File: src/rtl/instr_cache_if.sv
// Refill port of instr_cache: word-wide read requests with a req/ack handshake.
interface instr_cache_if;
  logic        mem_req;
  logic [31:0] mem_addr;
  logic        mem_ack;
  logic [31:0] mem_rdata;

  modport master (output mem_req, output mem_addr, input mem_ack, input mem_rdata);
  modport slave  (input mem_req, input mem_addr, output mem_ack, output mem_rdata);
endinterface

File: src/rtl/instr_cache.sv
// Direct-mapped read-only instruction cache with combinational hit path and a
// word-by-word line refill FSM.
// Optional feature: define INSTR_CACHE_PERF_EN to add hit_count/miss_count ports.
module instr_cache #(
  parameter int unsigned LINES      = 16,
  parameter int unsigned LINE_WORDS = 4
) (
  input  logic          clk,
  input  logic          rst,
  input  logic [31:0]   pc,
  input  logic          inv,
  output logic [31:0]   instr,
  output logic          hit,
  instr_cache_if.master mem
`ifdef INSTR_CACHE_PERF_EN
  ,
  output logic [31:0]   hit_count,
  output logic [31:0]   miss_count
`endif
);

  localparam int unsigned OFF       = $clog2(LINE_WORDS);
  localparam int unsigned IDX       = $clog2(LINES);
  localparam int unsigned TAG_LSB   = OFF + IDX + 2;
  localparam int unsigned TAG_W     = 32 - TAG_LSB;
  localparam logic [OFF-1:0] LAST_WORD = OFF'(LINE_WORDS - 1);
  localparam logic [31:0]    BASE_MASK = ~32'(LINE_WORDS * 4 - 1);

  typedef enum logic [1:0] {IDLE, REFILL, FILLED} state_t;

  state_t             state_q, state_d;
  logic [OFF-1:0]     cnt_q, cnt_d;
  logic [31:0]        base_q, base_d;
  logic               inv_pend_q, inv_pend_d;
  logic [LINES-1:0]   valid_q, valid_d;
  logic               fill_we, tag_we, miss;

  logic [31:0]        data_q [LINES][LINE_WORDS];
  logic [TAG_W-1:0]   tag_q  [LINES];

  logic [OFF-1:0]     pc_off;
  logic [IDX-1:0]     pc_idx, base_idx;
  logic [TAG_W-1:0]   pc_tag, base_tag;
  logic               unused_pc_bits;

  assign pc_off         = pc[OFF+1:2];
  assign pc_idx         = pc[TAG_LSB-1:OFF+2];
  assign pc_tag         = pc[31:TAG_LSB];
  assign base_idx       = base_q[TAG_LSB-1:OFF+2];
  assign base_tag       = base_q[31:TAG_LSB];
  assign unused_pc_bits = ^pc[1:0];

  // Lookup: a pending invalidate masks the hit in the same cycle.
  assign hit   = (state_q == IDLE) && !inv && valid_q[pc_idx] && (tag_q[pc_idx] == pc_tag);
  assign instr = hit ? data_q[pc_idx][pc_off] : 32'h0;

  assign mem.mem_req  = (state_q == REFILL);
  assign mem.mem_addr = (state_q == REFILL) ? base_q + 32'({cnt_q, 2'b00}) : 32'h0;

  // Next-state and refill control.
  always_comb begin
    state_d    = state_q;
    cnt_d      = cnt_q;
    base_d     = base_q;
    inv_pend_d = inv_pend_q;
    valid_d    = valid_q;
    fill_we    = 1'b0;
    tag_we     = 1'b0;
    miss       = 1'b0;
    case (state_q)
      IDLE: begin
        if (inv) begin
          valid_d = '0;
        end else if (!hit) begin
          miss    = 1'b1;
          base_d  = pc & BASE_MASK;
          cnt_d   = '0;
          state_d = REFILL;
        end
      end
      REFILL: begin
        if (inv) inv_pend_d = 1'b1;
        if (mem.mem_ack) begin
          fill_we = 1'b1;
          cnt_d   = cnt_q + OFF'(1);
          if (cnt_q == LAST_WORD) begin
            tag_we     = 1'b1;
            inv_pend_d = 1'b0;
            state_d    = FILLED;
            if (inv_pend_q || inv) valid_d = '0;
            else                   valid_d[base_idx] = 1'b1;
          end
        end
      end
      FILLED: begin
        // The refill has already completed, so an invalidate here acts at once.
        state_d = IDLE;
        if (inv) valid_d = '0;
      end
      default: state_d = IDLE;
    endcase
  end

  // Control state registers.
  always_ff @(posedge clk) begin
    if (rst) begin
      state_q    <= IDLE;
      cnt_q      <= '0;
      base_q     <= '0;
      inv_pend_q <= 1'b0;
      valid_q    <= '0;
    end else begin
      state_q    <= state_d;
      cnt_q      <= cnt_d;
      base_q     <= base_d;
      inv_pend_q <= inv_pend_d;
      valid_q    <= valid_d;
    end
  end

  // Tag and data arrays (not reset; guarded by the valid bits).
  always_ff @(posedge clk) begin
    if (!rst && fill_we) data_q[base_idx][cnt_q] <= mem.mem_rdata;
    if (!rst && tag_we)  tag_q[base_idx]         <= base_tag;
  end

`ifdef INSTR_CACHE_PERF_EN
  // Free-running hit/miss event counters.
  always_ff @(posedge clk) begin
    if (rst) begin
      hit_count  <= '0;
      miss_count <= '0;
    end else begin
      if (hit)  hit_count  <= hit_count + 32'd1;
      if (miss) miss_count <= miss_count + 32'd1;
    end
  end
`endif

endmodule

File: src/flat_wrapper.sv
// flat-port wrapper written by rule: the top's interface ports become plain ports
module instr_cache_flat 
#(
  parameter int unsigned LINES      = 16,
  parameter int unsigned LINE_WORDS = 4
)
  (clk, rst, pc, inv, instr, hit, mem_mem_req, mem_mem_addr, mem_mem_ack, mem_mem_rdata);
  instr_cache_if mem_i ();
  input  logic clk;
  input  logic rst;
  input  logic [31:0] pc;
  input  logic inv;
  output logic [31:0] instr;
  output logic hit;
  output wire logic [$bits(mem_i.mem_req)-1:0] mem_mem_req;
  output wire logic [$bits(mem_i.mem_addr)-1:0] mem_mem_addr;
  input wire logic [$bits(mem_i.mem_ack)-1:0] mem_mem_ack;
  input wire logic [$bits(mem_i.mem_rdata)-1:0] mem_mem_rdata;
  assign mem_mem_req = mem_i.mem_req;
  assign mem_mem_addr = mem_i.mem_addr;
  assign mem_i.mem_ack = mem_mem_ack;
  assign mem_i.mem_rdata = mem_mem_rdata;
  instr_cache #(.LINES(LINES), .LINE_WORDS(LINE_WORDS)) u_core (.clk(clk), .rst(rst), .pc(pc), .inv(inv), .instr(instr), .hit(hit), .mem(mem_i));
endmodule
File: config.mk
export PLATFORM = sky130hd
export DESIGN_NAME = instr_cache_flat
export DESIGN_NICKNAME = d
export VERILOG_FILES = /design/src/rtl/instr_cache_if.sv /design/src/rtl/instr_cache.sv /design/src/flat_wrapper.sv
export SDC_FILE = /design/constraint.sdc
export NUM_CORES = 2
export LEC_CHECK = 0
export CELL_PAD_IN_SITES_DETAIL_PLACEMENT = 0
export CELL_PAD_IN_SITES_GLOBAL_PLACEMENT = 1
export CORE_MARGIN = 1.5
export CORE_UTILIZATION = 45
export DETAILED_ROUTE_END_ITERATION = 16
export GPL_TIMING_DRIVEN = 0
export PLACE_DENSITY = 0.65
export SLEW_MARGIN = 20
export SYNTH_ARGS = -nofsm -noshare
export SYNTH_HDL_FRONTEND = slang
export SYNTH_SLANG_ARGS = --single-unit
File: constraint.sdc
create_clock -name clk -period 3.64 [get_ports clk]
set_input_delay 0.364 -clock clk [delete_from_list [all_inputs] [get_ports clk]]
set_output_delay 0.364 -clock clk [all_outputs]
set_load 0.01 [all_outputs]
# Yosys cells after proc, flatten, opt, wreduce, memory -nomap -nowiden
# Memory sizes are Yosys's and may differ from the RTL's.
# Index checks and enable logic that the tools add are counted.
# totals
romBits	0
memories	2
latch_bits	0
output_inout_bits	66
register_bits	49
ram_bits	2432
# memory_table
memory	depth	width	rd	rd_ports_with_merged_regs	wr	line	rtl
u_core.data_q	16	128	1	0	1	instr_cache.sv:38	logic [31:0] data_q [LINES][LINE_WORDS];
u_core.tag_q	16	24	1	0	1	instr_cache.sv:39	logic [TAG_W-1:0] tag_q [LINES];
# classes
eq_ne	9
n_lt_le_gt_ge	6
multipliers	0
bitwise_logic	5
n_addsub	2
div_mod_pow	0
n_shift	0
n_reduce_logical	18
n_mux	37
# ops
op	n
$mux 32	5
$mux 128	1
$bmux 32 s2	1
$demux 32 s2	1
$mux 16	4
$add 32x4->32	1
$pmux 16 s2	1
$eq 24x24->1	1
$or 16x16->16	1
$mux 2	7
$mux 1	13
$reduce_and 4->1	3
$lt 4x5->1 const B	2
$pmux 2 s2	2
$logic_and 1x1->1	7
$ge 3x3->1 const B	2
$ne 2x1->1 const B	3
$not 2->3	2
$bmux 1 s4	1
$demux 1 s4	1
$eq 2x2->1 const B	2
$ge 4x1->1 const B	1
$ne 2x2->1 const B	2
$reduce_bool 2->1	2
9 further kinds	11

# Depth between registers and ports, before layout
# depth
ltp_word	9
mapped_depth	18
ltp_nobuf	8

# Least setup slack after synthesis
# Ideal clock, no wire load.
# synth_path
path_kind	input to output
from	input port pc[5]
to	output port instr[1]
path_buffers	9
setup_slack_ns	-0.202
path_stages	13
arrival_time_ns	3.478
required_ns	3.276
path_cell_list	buf_6 -> buf_8 -> buf_12 -> buf_8 -> buf_8 -> buf_4 -> buf_2 -> clkbuf_1 -> clkbuf_1 -> mux4_2 -> mux4_2 -> mux4_2 -> and2b_1
# synth_between
elab_chain_len	5
elab_cells_between_ends	11
classes_between	1 x eq/ne; 6 x mux; 2 x reduce/logical; 2 x memory
# synth_rtl
element	line	rtl
start: declaration	flat_wrapper.sv:11	input logic [31:0] pc;
$mem_v2 16x128 / $bmux 1 s4 (equally long branches)	n/a	
$bmux 32 s2 / $mux 1 (equally long branches)	instr_cache.sv:55, instr_cache.sv:54	
$mux 32 (not written as such) / $logic_and 1x1->1 (equally long branches) (2 in series)	instr_cache.sv:55, instr_cache.sv:54	
$mux 32 *	instr_cache.sv:55	assign instr = hit ? data_q[pc_idx][pc_off] : 32'h0;
end: declaration	flat_wrapper.sv:13	output logic [31:0] instr;
# Mark *: on every way between the ends. The rest lies on a longest branch, timed or not. The select of a mux whose other input is x is not followed.

# Final worst setup path
# layout_path
from	input port pc[7]
to	output port instr[4]
# Same word-level chain as after synthesis.

==> results by group <==
Run status
  • Status: finished, violations left
  • Failing checks: setup timing

Synth
  • Seq cells post-synth: 2481
  • Synth async-reset ratio: 0
  • Yosys Warn Count: 0
  • EDFF count, synth: roughly 2400
  • Post-synthesis cell type count: 75
  • Syn avg cell area: between 20 and 25 sq um
  • Dominant register cell in the synthesized netlist: edfxtp_1
  • Cell count after synthesis: approximately 4200
  • Mapped Area: 0.0966 sq mm
  • Sequential share of the synthesized area: 0.766

Global route
  • Number of global-route vias before repair: 48700
  • Global-route wire length before repair: roughly 380000 um
  • Tot GR Track Use: 0.254
  • Pin count of the biggest net entering global routing: 65
  • Total grt overflow: 0
  • Antenna violations before repair: 6

STA
  • Worst Skew: approximately 0.064 ns
  • Worst-Margin Slew: 1.13 ns
  • Setup WS post-layout: -0.924 ns
  • Final setup fails: 33
  • Final Slew Violations: 0
  • Hold Vio Cnt, Final: 0
  • Fin crit period: between 4 and 5 ns
  • RSZ-0062 raised after global routing: true
  • Slew margin rel.: 0.244
  • F_max: approximately 220 MHz
  • Final worst-path cycle share: 1.25

Worst setup path
  • CP Class: input pin to primary output
  • Slowest stage delay, CP: between 0.4 and 0.5 ns
  • CP Capture Type: primary output
  • CP required: around 3.3 ns
  • Startpoint type of the worst setup path: input pin
  • Arrival time at the worst endpoint: 4.20 ns
  • Slowest CP cell: buf_2
  • CP max FO: 10
  • CP cell instances: buf_2 > buf_6 > buf_6 > buf_6 > buf_4 > buf_2 > o21ai_0 > a21oi_1 > nand4_1 > nor4bb_4 > nand4_4 > buf_12 > buf_16 > a211oi_4 > buf_2

Power
  • Pleak: around 0.037 uW
  • Pwr Density: ~530 mW/mm^2
  • Total power draw: 61800 uW
  • Max VDD drop: ~0.52 mV

Cells and area
  • Share of cells above drive strength 1: 0.351
  • Post-Layout Cell Count: roughly 7800
  • Fin util: 0.548
  • Filler cells: between 15000 and 20000
  • Layout net count: between 4000 and 5000
  • P&R area growth vs syn: 20.7%

Clock network
  • Worst-skew pair later-pin latency: 0.93 ns
  • Clk buf depth: 4
  • Clock transition at path regs: 0.06 ns
  • H-tree Lvls: 5
  • CTS tree: done
  • Root Driver: clkbuf_16
  • # clock sinks: between 2000 and 2500
  • Inserted Clock Buffers: ~280

Route
  • Total Wirelength: about 280000 um
  • Routed len/inst: roughly 35 um
  • Post-route DRC violation count: 0
  • TritonRoute pass-1 iters: 5
  • Via count: between 40000 and 50000
  • Final antenna-violating net count: 0
  • Vias/cell: 6.18
  • Initial DRC Count: around 6600

Worst hold path
  • Worst hold path class: input pin to flop

Job
  • Max-Cap Viols: 0

Placement
  • PortBufs: 123
  • Detailed placer's ending HPWL: between 150000 and 200000 um
  • Routability cong.: 0.892
  • Cells after DPL: approximately 7300

Floorplan
  • Die height: between 400 and 500 um
  • I/O pin count: between 100 and 150
  • Initial Util: 0.454
  • Die Width: between 400 and 500 um
  • Die Area: 0.217 sq mm
  • Row count: around 170
  • Core Box Area: about 0.21 sq mm
-- critical path, delay by kind of cell --
kind                   cells  cell delay (ns)
buffers and inverters      9             2.12
and+or+nand+nor            3             0.72
AOI/OAI and AO/OA          3             0.93
-- sequential cells by signal, indices dropped and copies added, names as in the netlist --
signal             cells
u_core.inv_pend_q      1
u_core.base_q         28
u_core.tag_q         384
u_core.valid_q        16
u_core.data_q       2048
u_core.state_q         2
u_core.cnt_q           2
-- worst paths after layout --
check / startpoint / end / slack [ns] / cells past startpoint
max: pc[7] / instr[4] / -0.92 / 15
min: mem_mem_rdata[5] / u_core.data_q[4][37] / 0.03 / 1
max reg2reg: u_core.tag_q[0][16] / u_core.base_q[17] / 0.05 / 9
min reg2reg: u_core.valid_q[10] / u_core.valid_q[10] / 0.47 / 1
-- per-layer routing --
metal  routed length [um]  up-vias  track usage
met4                 7570        0       0.0692
met2               134000     2431        0.406
li1                     -    19200            -
met3                22400      441       0.0411
met5                    0        -            0
met1               112000    26400        0.365
-- timing repair --
action,CTS,global route
hold buffers,27,0
hold endpoints to repair,546,0
setup buffers,23,21
gates cloned,2,0
endpoints found under the setup margin,134,94
gates resized for setup,539,41
pin swaps,22,15
-- layout make-up --
type / instances / area, sq um / area share
Clock inverter: 111 / 1070 / 0.00918
Buffer: 244 / 2420 / 0.0208
Inverter: 16 / 63.8 / 0.000547
Tap cell: 2821 / 3530 / 0.0303
Antenna cell: 5 / 12.5 / 0.000107
Sequential cell: 2481 / 74000 / 0.635
Clock buffer: 352 / 7370 / 0.0632
Timing Repair Buffer: 352 / 5530 / 0.0474
Multi-Input combinational cell: 1465 / 22600 / 0.194
-- cell usage in the layout (no fill, tap or decap), types with 24 or more instances in the layout --
master / instances
mux2i_1: 40
clkinv_2: 27
buf_8: 26
o311ai_1: 27
buf_16: 83
clkbuf_2: 28
buf_12: 105
and3_1: 24
buf_6: 76
buf_2: 49
dlygate4sd3_1: 27
nand2_1: 107
clkbuf_16: 287
clkinv_1: 49
nor2_4: 80
and2_1: 37
clkbuf_1: 100
clkdlybuf4s50_1: 56
buf_4: 82
mux4_2: 735
nor2_1: 67
dfxtp_1: 49
edfxtp_1: 2432
-- synthesized netlist by cell type (27+ instances only) --
cell type / instances / area (sq um)
edfxtp_1: 2432 / 73000
mux4_2: 735 / 16600
nor2_1: 148 / 556
nand2_1: 113 / 424
buf_2: 93 / 465
clkbuf_1: 86 / 323
mux2i_1: 59 / 591
dfxtp_1: 49 / 981
and2_1: 37 / 231
nor2b_1: 31 / 194
buf_1: 30 / 113
o311ai_1: 27 / 236
-- kinds of logic after synthesis --
| logic type | count (synthesis) | synth area share |
|---|---|---|
| DFF | 2481 | 0.766 |
| muxes | 812 | 0.181 |
| and+or+nand+nor | 440 | 0.0216 |
| buffers and inverters | 260 | 0.0142 |
| AOI/OAI and AO/OA | 190 | 0.0152 |
| xor gates and xnor gates | 17 | 0.00154 |
| adders and majority gates | 4 | 0.000518 |
| other | 1 | 0.0000388 |
-- report_power, final --
group | switching, uW | internal (uW) | total (uW)
registers | 193 | 31500 | 31700
clock network | 10900 | 15700 | 26600
logic | 2110 | 1470 | 3580
-- per-stage QoR --
stage / setup slack (ns) / TNS [ns] / area [sq um] / hold WS (ns)
final: -0.924 / -25.72 / 117000 / 0.0335
after global routing: -1.00 / -28.53 / 117000 / 0.0147
after CTS: -0.946 / -27.04 / 116000 / 0.00130
after detailed placement: -3.26 / -172.80 / 106000 / 0.457
after global placement: -3.93 / -4853.19 / 102000 / 0.448
after floorplan: 0.00146 / 0 / 96800 / 0.438
(Power assumes the default switching activity.)
